==> config.mk <==
export PLATFORM = sky130hd
export DESIGN_NAME = wb_stage_flat
export DESIGN_NICKNAME = d
export VERILOG_FILES = /design/src/rtl/riscp_pkg.sv /design/src/rtl/wb_stage_if.sv /design/src/rtl/seq_mul.sv /design/src/rtl/wb_stage.sv /design/src/flat_wrapper.sv
export SDC_FILE = /design/constraint.sdc
export NUM_CORES = 1
export LEC_CHECK = 0
export BUFFER_PORTS_ARGS = -buffer_cell sky130_fd_sc_hd__buf_2
export CAP_MARGIN = 20
export CORE_MARGIN = 2
export CORE_UTILIZATION = 34
export CTS_BUF_LIST = sky130_fd_sc_hd__clkbuf_8
export DETAILED_ROUTE_END_ITERATION = 10
export PLACE_DENSITY_LB_ADDON = 0.1
export SYNTH_ARGS = -nofsm -noshare
export SYNTH_HDL_FRONTEND = slang
export SYNTH_HIERARCHICAL = 1
export SYNTH_SLANG_ARGS = --single-unit
==> constraint.sdc <==
create_clock -name clk -period 1.9 [get_ports clk]
set_input_delay 0.095 -clock clk [delete_from_list [all_inputs] [get_ports clk]]
set_output_delay 0.095 -clock clk [all_outputs]
set_load 0.05 [all_outputs]
==> src/rtl/riscp_pkg.sv <==
// riscp_pkg: shared widths, writeback FSM states and datapath types for the core.
package riscp_pkg;
   localparam int DATA_WIDTH    = 16;
   localparam int ADDR_LEN      = 3;
   localparam int REG_FILE_SIZE = 8;
   typedef enum logic {IDLE, MUL} wb_state_t;
   typedef logic [DATA_WIDTH-1:0] word_t;
   typedef logic [ADDR_LEN-1:0]   reg_addr_t;
endpackage

==> src/rtl/wb_stage_if.sv <==
// wb_stage_if: execute-to-writeback valid/ready handshake carrying the op payload.
interface wb_stage_if;
   import riscp_pkg::*;
   logic      ex_valid;
   logic      ex_ready;
   reg_addr_t ex_rd;
   logic      ex_wen;
   logic      ex_is_mul;
   word_t     ex_result;
   word_t     ex_opa;
   word_t     ex_opb;
   modport master (output ex_valid, ex_rd, ex_wen, ex_is_mul, ex_result, ex_opa, ex_opb,
                   input  ex_ready);
   modport slave  (input  ex_valid, ex_rd, ex_wen, ex_is_mul, ex_result, ex_opa, ex_opb,
                   output ex_ready);
endinterface

==> src/rtl/seq_mul.sv <==
// seq_mul: iterative shift-add multiplier, one partial product per cycle, product modulo 2^DATA_WIDTH.
// done is raised in the cycle of the last iteration; product already includes that final add.
module seq_mul
   import riscp_pkg::*;
(
   input  logic  clk,
   input  logic  nReset,
   input  logic  start,
   input  logic  abort,
   input  word_t a,
   input  word_t b,
   output logic  done,
   output word_t product
);
   localparam int CW = $clog2(DATA_WIDTH);
   word_t         mcand_q, mcand_d, mplier_q, mplier_d, acc_q, acc_d;
   logic [CW-1:0] cnt_q, cnt_d;
   logic          run_q, run_d;
   always_comb begin
      product  = acc_q + (mplier_q[0] ? mcand_q : '0);
      done     = run_q && (cnt_q == '0);
      mcand_d  = mcand_q;
      mplier_d = mplier_q;
      acc_d    = acc_q;
      cnt_d    = cnt_q;
      run_d    = run_q;
      if (abort) begin
         cnt_d = '0;
         run_d = 1'b0;
      end else if (start) begin
         mcand_d  = a;
         mplier_d = b;
         acc_d    = '0;
         cnt_d    = CW'(DATA_WIDTH - 1);
         run_d    = 1'b1;
      end else if (run_q) begin
         acc_d    = product;
         mcand_d  = mcand_q << 1;
         mplier_d = mplier_q >> 1;
         cnt_d    = cnt_q - 1'b1;
         run_d    = cnt_q != '0;
      end
   end
   always_ff @(posedge clk or negedge nReset) begin
      if (!nReset) begin
         mcand_q  <= '0;
         mplier_q <= '0;
         acc_q    <= '0;
         cnt_q    <= '0;
         run_q    <= 1'b0;
      end else begin
         mcand_q  <= mcand_d;
         mplier_q <= mplier_d;
         acc_q    <= acc_d;
         cnt_q    <= cnt_d;
         run_q    <= run_d;
      end
   end
endmodule

==> src/rtl/wb_stage.sv <==
// wb_stage: execute-to-writeback stage with registered write port and read bypass.
// Define WB_MUL_EN to include the iterative multiplier and MUL state; otherwise every op is single-cycle.
module wb_stage
   import riscp_pkg::*;
(
   input  logic      clk,
   input  logic      nReset,
   wb_stage_if.slave bus,
   input  logic      flush,
   input  reg_addr_t Rs1,
   input  reg_addr_t Rs2,
   input  word_t     RD1,
   input  word_t     RD2,
   output word_t     op1,
   output word_t     op2,
   output logic      Reg_W_En,
   output reg_addr_t Rd,
   output word_t     writedata,
   output logic      busy
);
   logic      wen_q, wen_d;
   reg_addr_t rd_q, rd_d;
   word_t     wd_q, wd_d;
   logic      accept;
`ifdef WB_MUL_EN
   wb_state_t state_q, state_d;
   reg_addr_t mrd_q, mrd_d;
   logic      mwen_q, mwen_d;
   logic      mul_start, mul_done;
   word_t     product;
   assign bus.ex_ready = state_q == IDLE;
   assign busy         = state_q == MUL;
   assign accept       = bus.ex_valid && bus.ex_ready && !flush;
   assign mul_start    = accept && bus.ex_is_mul;
   seq_mul u_mul (
      .clk     (clk),
      .nReset  (nReset),
      .start   (mul_start),
      .abort   (flush),
      .a       (bus.ex_opa),
      .b       (bus.ex_opb),
      .done    (mul_done),
      .product (product)
   );
   always_comb begin
      state_d = state_q;
      wen_d   = 1'b0;
      rd_d    = rd_q;
      wd_d    = wd_q;
      mrd_d   = mrd_q;
      mwen_d  = mwen_q;
      if (flush) begin
         state_d = IDLE;
      end else if (state_q == MUL) begin
         if (mul_done) begin
            state_d = IDLE;
            wen_d   = mwen_q;
            rd_d    = mrd_q;
            wd_d    = product;
         end
      end else if (accept) begin
         if (bus.ex_is_mul) begin
            state_d = MUL;
            mrd_d   = bus.ex_rd;
            mwen_d  = bus.ex_wen && (bus.ex_rd != '0);
         end else begin
            wen_d = bus.ex_wen && (bus.ex_rd != '0);
            rd_d  = bus.ex_rd;
            wd_d  = bus.ex_result;
         end
      end
   end
   always_ff @(posedge clk or negedge nReset) begin
      if (!nReset) begin
         state_q <= IDLE;
         mrd_q   <= '0;
         mwen_q  <= 1'b0;
      end else begin
         state_q <= state_d;
         mrd_q   <= mrd_d;
         mwen_q  <= mwen_d;
      end
   end
`else
   logic unused_mul;
   assign unused_mul   = ^{bus.ex_is_mul, bus.ex_opa, bus.ex_opb};
   assign bus.ex_ready = 1'b1;
   assign busy         = 1'b0;
   assign accept       = bus.ex_valid && !flush;
   always_comb begin
      wen_d = accept && bus.ex_wen && (bus.ex_rd != '0);
      rd_d  = accept ? bus.ex_rd : rd_q;
      wd_d  = accept ? bus.ex_result : wd_q;
   end
`endif
   always_ff @(posedge clk or negedge nReset) begin
      if (!nReset) begin
         wen_q <= 1'b0;
         rd_q  <= '0;
         wd_q  <= '0;
      end else begin
         wen_q <= wen_d;
         rd_q  <= rd_d;
         wd_q  <= wd_d;
      end
   end
   assign Reg_W_En  = wen_q;
   assign Rd        = rd_q;
   assign writedata = wd_q;
   // r0 is hardwired zero in the register file, so it is never forwarded
   assign op1 = (wen_q && rd_q == Rs1 && Rs1 != '0) ? wd_q : RD1;
   assign op2 = (wen_q && rd_q == Rs2 && Rs2 != '0) ? wd_q : RD2;
endmodule

==> src/flat_wrapper.sv <==
// flat-port wrapper written by rule: the top's interface ports become plain ports
module wb_stage_flat import riscp_pkg::*;
  (clk, nReset, flush, Rs1, Rs2, RD1, RD2, op1, op2, Reg_W_En, Rd, writedata, busy, bus_ex_valid, bus_ex_rd, bus_ex_wen, bus_ex_is_mul, bus_ex_result, bus_ex_opa, bus_ex_opb, bus_ex_ready);
  wb_stage_if bus_i ();
  input  logic clk;
  input  logic nReset;
  input  logic flush;
  input  reg_addr_t Rs1;
  input  reg_addr_t Rs2;
  input  word_t RD1;
  input  word_t RD2;
  output word_t op1;
  output word_t op2;
  output logic Reg_W_En;
  output reg_addr_t Rd;
  output word_t writedata;
  output logic busy;
  input wire logic [$bits(bus_i.ex_valid)-1:0] bus_ex_valid;
  input wire logic [$bits(bus_i.ex_rd)-1:0] bus_ex_rd;
  input wire logic [$bits(bus_i.ex_wen)-1:0] bus_ex_wen;
  input wire logic [$bits(bus_i.ex_is_mul)-1:0] bus_ex_is_mul;
  input wire logic [$bits(bus_i.ex_result)-1:0] bus_ex_result;
  input wire logic [$bits(bus_i.ex_opa)-1:0] bus_ex_opa;
  input wire logic [$bits(bus_i.ex_opb)-1:0] bus_ex_opb;
  output wire logic [$bits(bus_i.ex_ready)-1:0] bus_ex_ready;
  assign bus_i.ex_valid = bus_ex_valid;
  assign bus_i.ex_rd = bus_ex_rd;
  assign bus_i.ex_wen = bus_ex_wen;
  assign bus_i.ex_is_mul = bus_ex_is_mul;
  assign bus_i.ex_result = bus_ex_result;
  assign bus_i.ex_opa = bus_ex_opa;
  assign bus_i.ex_opb = bus_ex_opb;
  assign bus_ex_ready = bus_i.ex_ready;
  wb_stage u_core (.clk(clk), .nReset(nReset), .bus(bus_i), .flush(flush), .Rs1(Rs1), .Rs2(Rs2), .RD1(RD1), .RD2(RD2), .op1(op1), .op2(op2), .Reg_W_En(Reg_W_En), .Rd(Rd), .writedata(writedata), .busy(busy));
endmodule
==> results.toml <==
[run_status]
status = "finished with violations"
violations = "setup timing"

[min_path]
hold_path.class = "in2reg"
min_path_cells = 2

[cts]
tritoncts = "done"
htreeDepth = 1
clkTransAtPathRegs_ns = 0.07
cts.path.max_buffers = 2
clock_latency_ns = 0.25
root_buffer = "clkbuf_8"
numCtsBuffers = 3
cts.sinks = 20

[place]
port_buffers = 113
gp_congestion = 0.716
dp_cells = 255
dp_hpwl_um = 2820

[layout]
post-route-util_pct = 67.7
drive_gt1_share_pct = 88.5
final_cells = 265
syn2layout_area_growth_pct = 93.1
nets = 313
diodes = 0
fillers = 284

[routing]
remaining_drc_errors = 0
drtIter0Drc = 15
num_vias = 1235
final_antenna_net_count = 0
drt_first_pass_iters = 3
wl_um = 4040
via_per_inst = 4.66
avgRoutedWirePerCell_um = 15.2

[synth]
synth_edf_count = 0
synthCells = 94
seq_area_frac_synth_pct = 39.6
synthTopCellsByArea = "dfrtp_1, mux2_2, mux2_1, a2111oi_4, xor2_1"
synthesis.area_mm2 = 0.00126
avgSynthCellArea_um2 = 13.5
yosysTopAreaCellShare_pct = 39.6
synth_cell_types = 17
synth_most_common_cell = "mux2_2"
synth_ff_type = "dfrtp_1"
synth-seq-cells = 20
synth_top_cell_by_area = "dfrtp_1"
yosysWarnings = 6
postSynth.asyncResetShare_pct = 100
syn_nets = 189
ys_top_cells_by_count = "mux2_2, dfrtp_1, mux2_1, xor2_1, o21ai_1"

[timing]
hold_slack_ns = 0.0638
drv_slew = 0
finalSetupTns_ns = -5.68
max_freq_ghz = 0.472
fin_crit_sh_pct = 112
finalHoldViolations = 0
fin_ws_ns = -0.220
setup_viol = 32
rsz0062_at_grt = "yes"
period_needed_ns = 2.12
fin_skew_ns = 0

[global_routing]
grt_first_pass_wirelength_um = 6120
overflow = 0
grt_max_degree = 21
first_global_vias = 1267
track_usage_pct = 19.2
antenna_found_initial = 0

[pwr]
ir_drop_mv = 0.402
intPower_uw = 996
total_power_uw = 1740
p_clk_share_pct = 18.5
switching_share_pct = 42.7
p_seq_share_pct = 31.9
p_leak_uw = 0.00121
p_comb_share_pct = 49.6
p_per_area_mw_per_mm2 = 712
p_sw_uw = 743

[critical_path]
worst-path-max-fanout = 5
required_ns = 1.80
crit_top_cell = "buf_6"
crit_slowest_cell = "dfrtp_2"
arrival_ns = 2.02
path_cells = "xor2_2 > a2111oi_4 > buf_4 > buf_6 > mux2_4 > buf_6"
slowest_delay_ns = 0.44
critPathLaunchType = "flop"
criticalPathCategory = "reg2out"
r2r.worst_path.cells = 1
end_kind = "output pin"

[die]
fp.dieW_um = 65.0
die-area_mm2 = 0.00422
core_area_mm2 = 0.00361
start_util_pct = 35.1
die_h_um = 65.0
rows = 22
io_pins = 149

[job]
cap_violations = 0
-- stage by stage --
| stage | cell area, um^2 | worst slack (ns) |
|---|---|---|
| 5_1_grt | 2440 | -0.301 |
| 3_5_place_dp | 1990 | 0.00674 |
| 4_1_cts | 2370 | -0.194 |
| 3_3_place_gp | 1990 | 0.0345 |
| 2_1_floorplan | 1360 | -0.0589 |
| 6_report | 2440 | -0.220 |
-- layout by cell type, fill, tap and decap left out, drive strengths merged --
| cell type | Yosys | layout |
|---|---|---|
| o21bai | 1 | 1 |
| clkinv | 1 | 1 |
| a2111oi | 2 | 2 |
| nand2 | 1 | 1 |
| o21ai | 4 | 4 |
| conb | 2 | 2 |
| o311a | 1 | 1 |
| xor2 | 4 | 4 |
| buf | 4 | 124 |
| dfrtp | 20 | 20 |
| dlygate4sd3 | 0 | 1 |
| clkbuf | 2 | 4 |
| mux2 | 50 | 50 |
| inv | 1 | 1 |
| nor2b | 1 | 1 |
-- area by class of cell --
| class | count | area [um^2] | area share (%) |
|---|---|---|---|
| Multi-Input combinational cell | 66 | 865 | 35.4 |
| Inverter | 2 | 12.5 | 0.512 |
| Tap cell | 48 | 60.1 | 2.46 |
| Clock buffer | 4 | 55.1 | 2.25 |
| Timing Repair Buffer | 125 | 945 | 38.7 |
| Sequential cell | 20 | 505 | 20.7 |
-- registers in the layout (all words and copies together), names as in the netlist --
signal            count
u_core/Rd             3
u_core/writedata     16
u_core/Reg_W_En       1
-- critical path: cells and delay by family (launching register included) --
| kind | cells | cell delay (ns) |
|---|---|---|
| mux | 1 | 0.31 |
| xor+xnor | 1 | 0.17 |
| flops | 1 | 0.44 |
| compound gates | 1 | 0.35 |
| buf+inv | 3 | 0.50 |
-- power by group through the flow --
stage,registers (uW),logic [uW],clock network (uW)
detailed placement,559,750,0
global placement,553,742,0
floorplan,766,347,0
finish,554,863,322
global route,568,899,361
CTS,551,843,328
-- path summary, 6_finish.rpt --
kind,from,end,slack [ns]
worst max-delay path,u_core/Rd[0]$_DFFE_PN0N_,op2[11],-0.22
worst min-delay path,bus_ex_wen,u_core/Reg_W_En$_DFF_PN0_,0.06
worst max register to register,u_core/Rd[1]$_DFFE_PN0N_,u_core/Rd[1]$_DFFE_PN0N_,1.05
worst min register to register,u_core/writedata[12]$_DFFE_PN0N_,u_core/writedata[12]$_DFFE_PN0N_,0.56
max in group asynchronous,nReset,u_core/Rd[1]$_DFFE_PN0N_,1.23
min in group asynchronous,nReset,u_core/writedata[11]$_DFFE_PN0N_,0.33
-- kinds of logic after synthesis --
kind of cell    count (synthesis)  synth area share (%)
buf+inv                         8                  4.15
other cells                     2                 0.594
compound gates                  8                  7.62
simple gates                    2                 0.791
mux                            50                  44.5
xor+xnor                        4                  2.77
flops                          20                  39.6
-- per-layer routing --
metal,global-route usage (%),vias up,wire (um)
met5,0,-,0
met4,4.79,0,20
met2,37.2,51,2330
met1,20.7,600,1440
met3,4.17,2,255
li1,-,582,-
-- what timing repair did --
action                     in CTS  in global routing
setup endpoints to repair      32                 32
hold buffers                    1                  0
setup buffers                   3                  0
pin swaps                       2                  3
gates cloned                    2                  0
gates resized for setup        86                 19
hold endpoints to repair       20                  0
(Power assumes the default switching activity.)
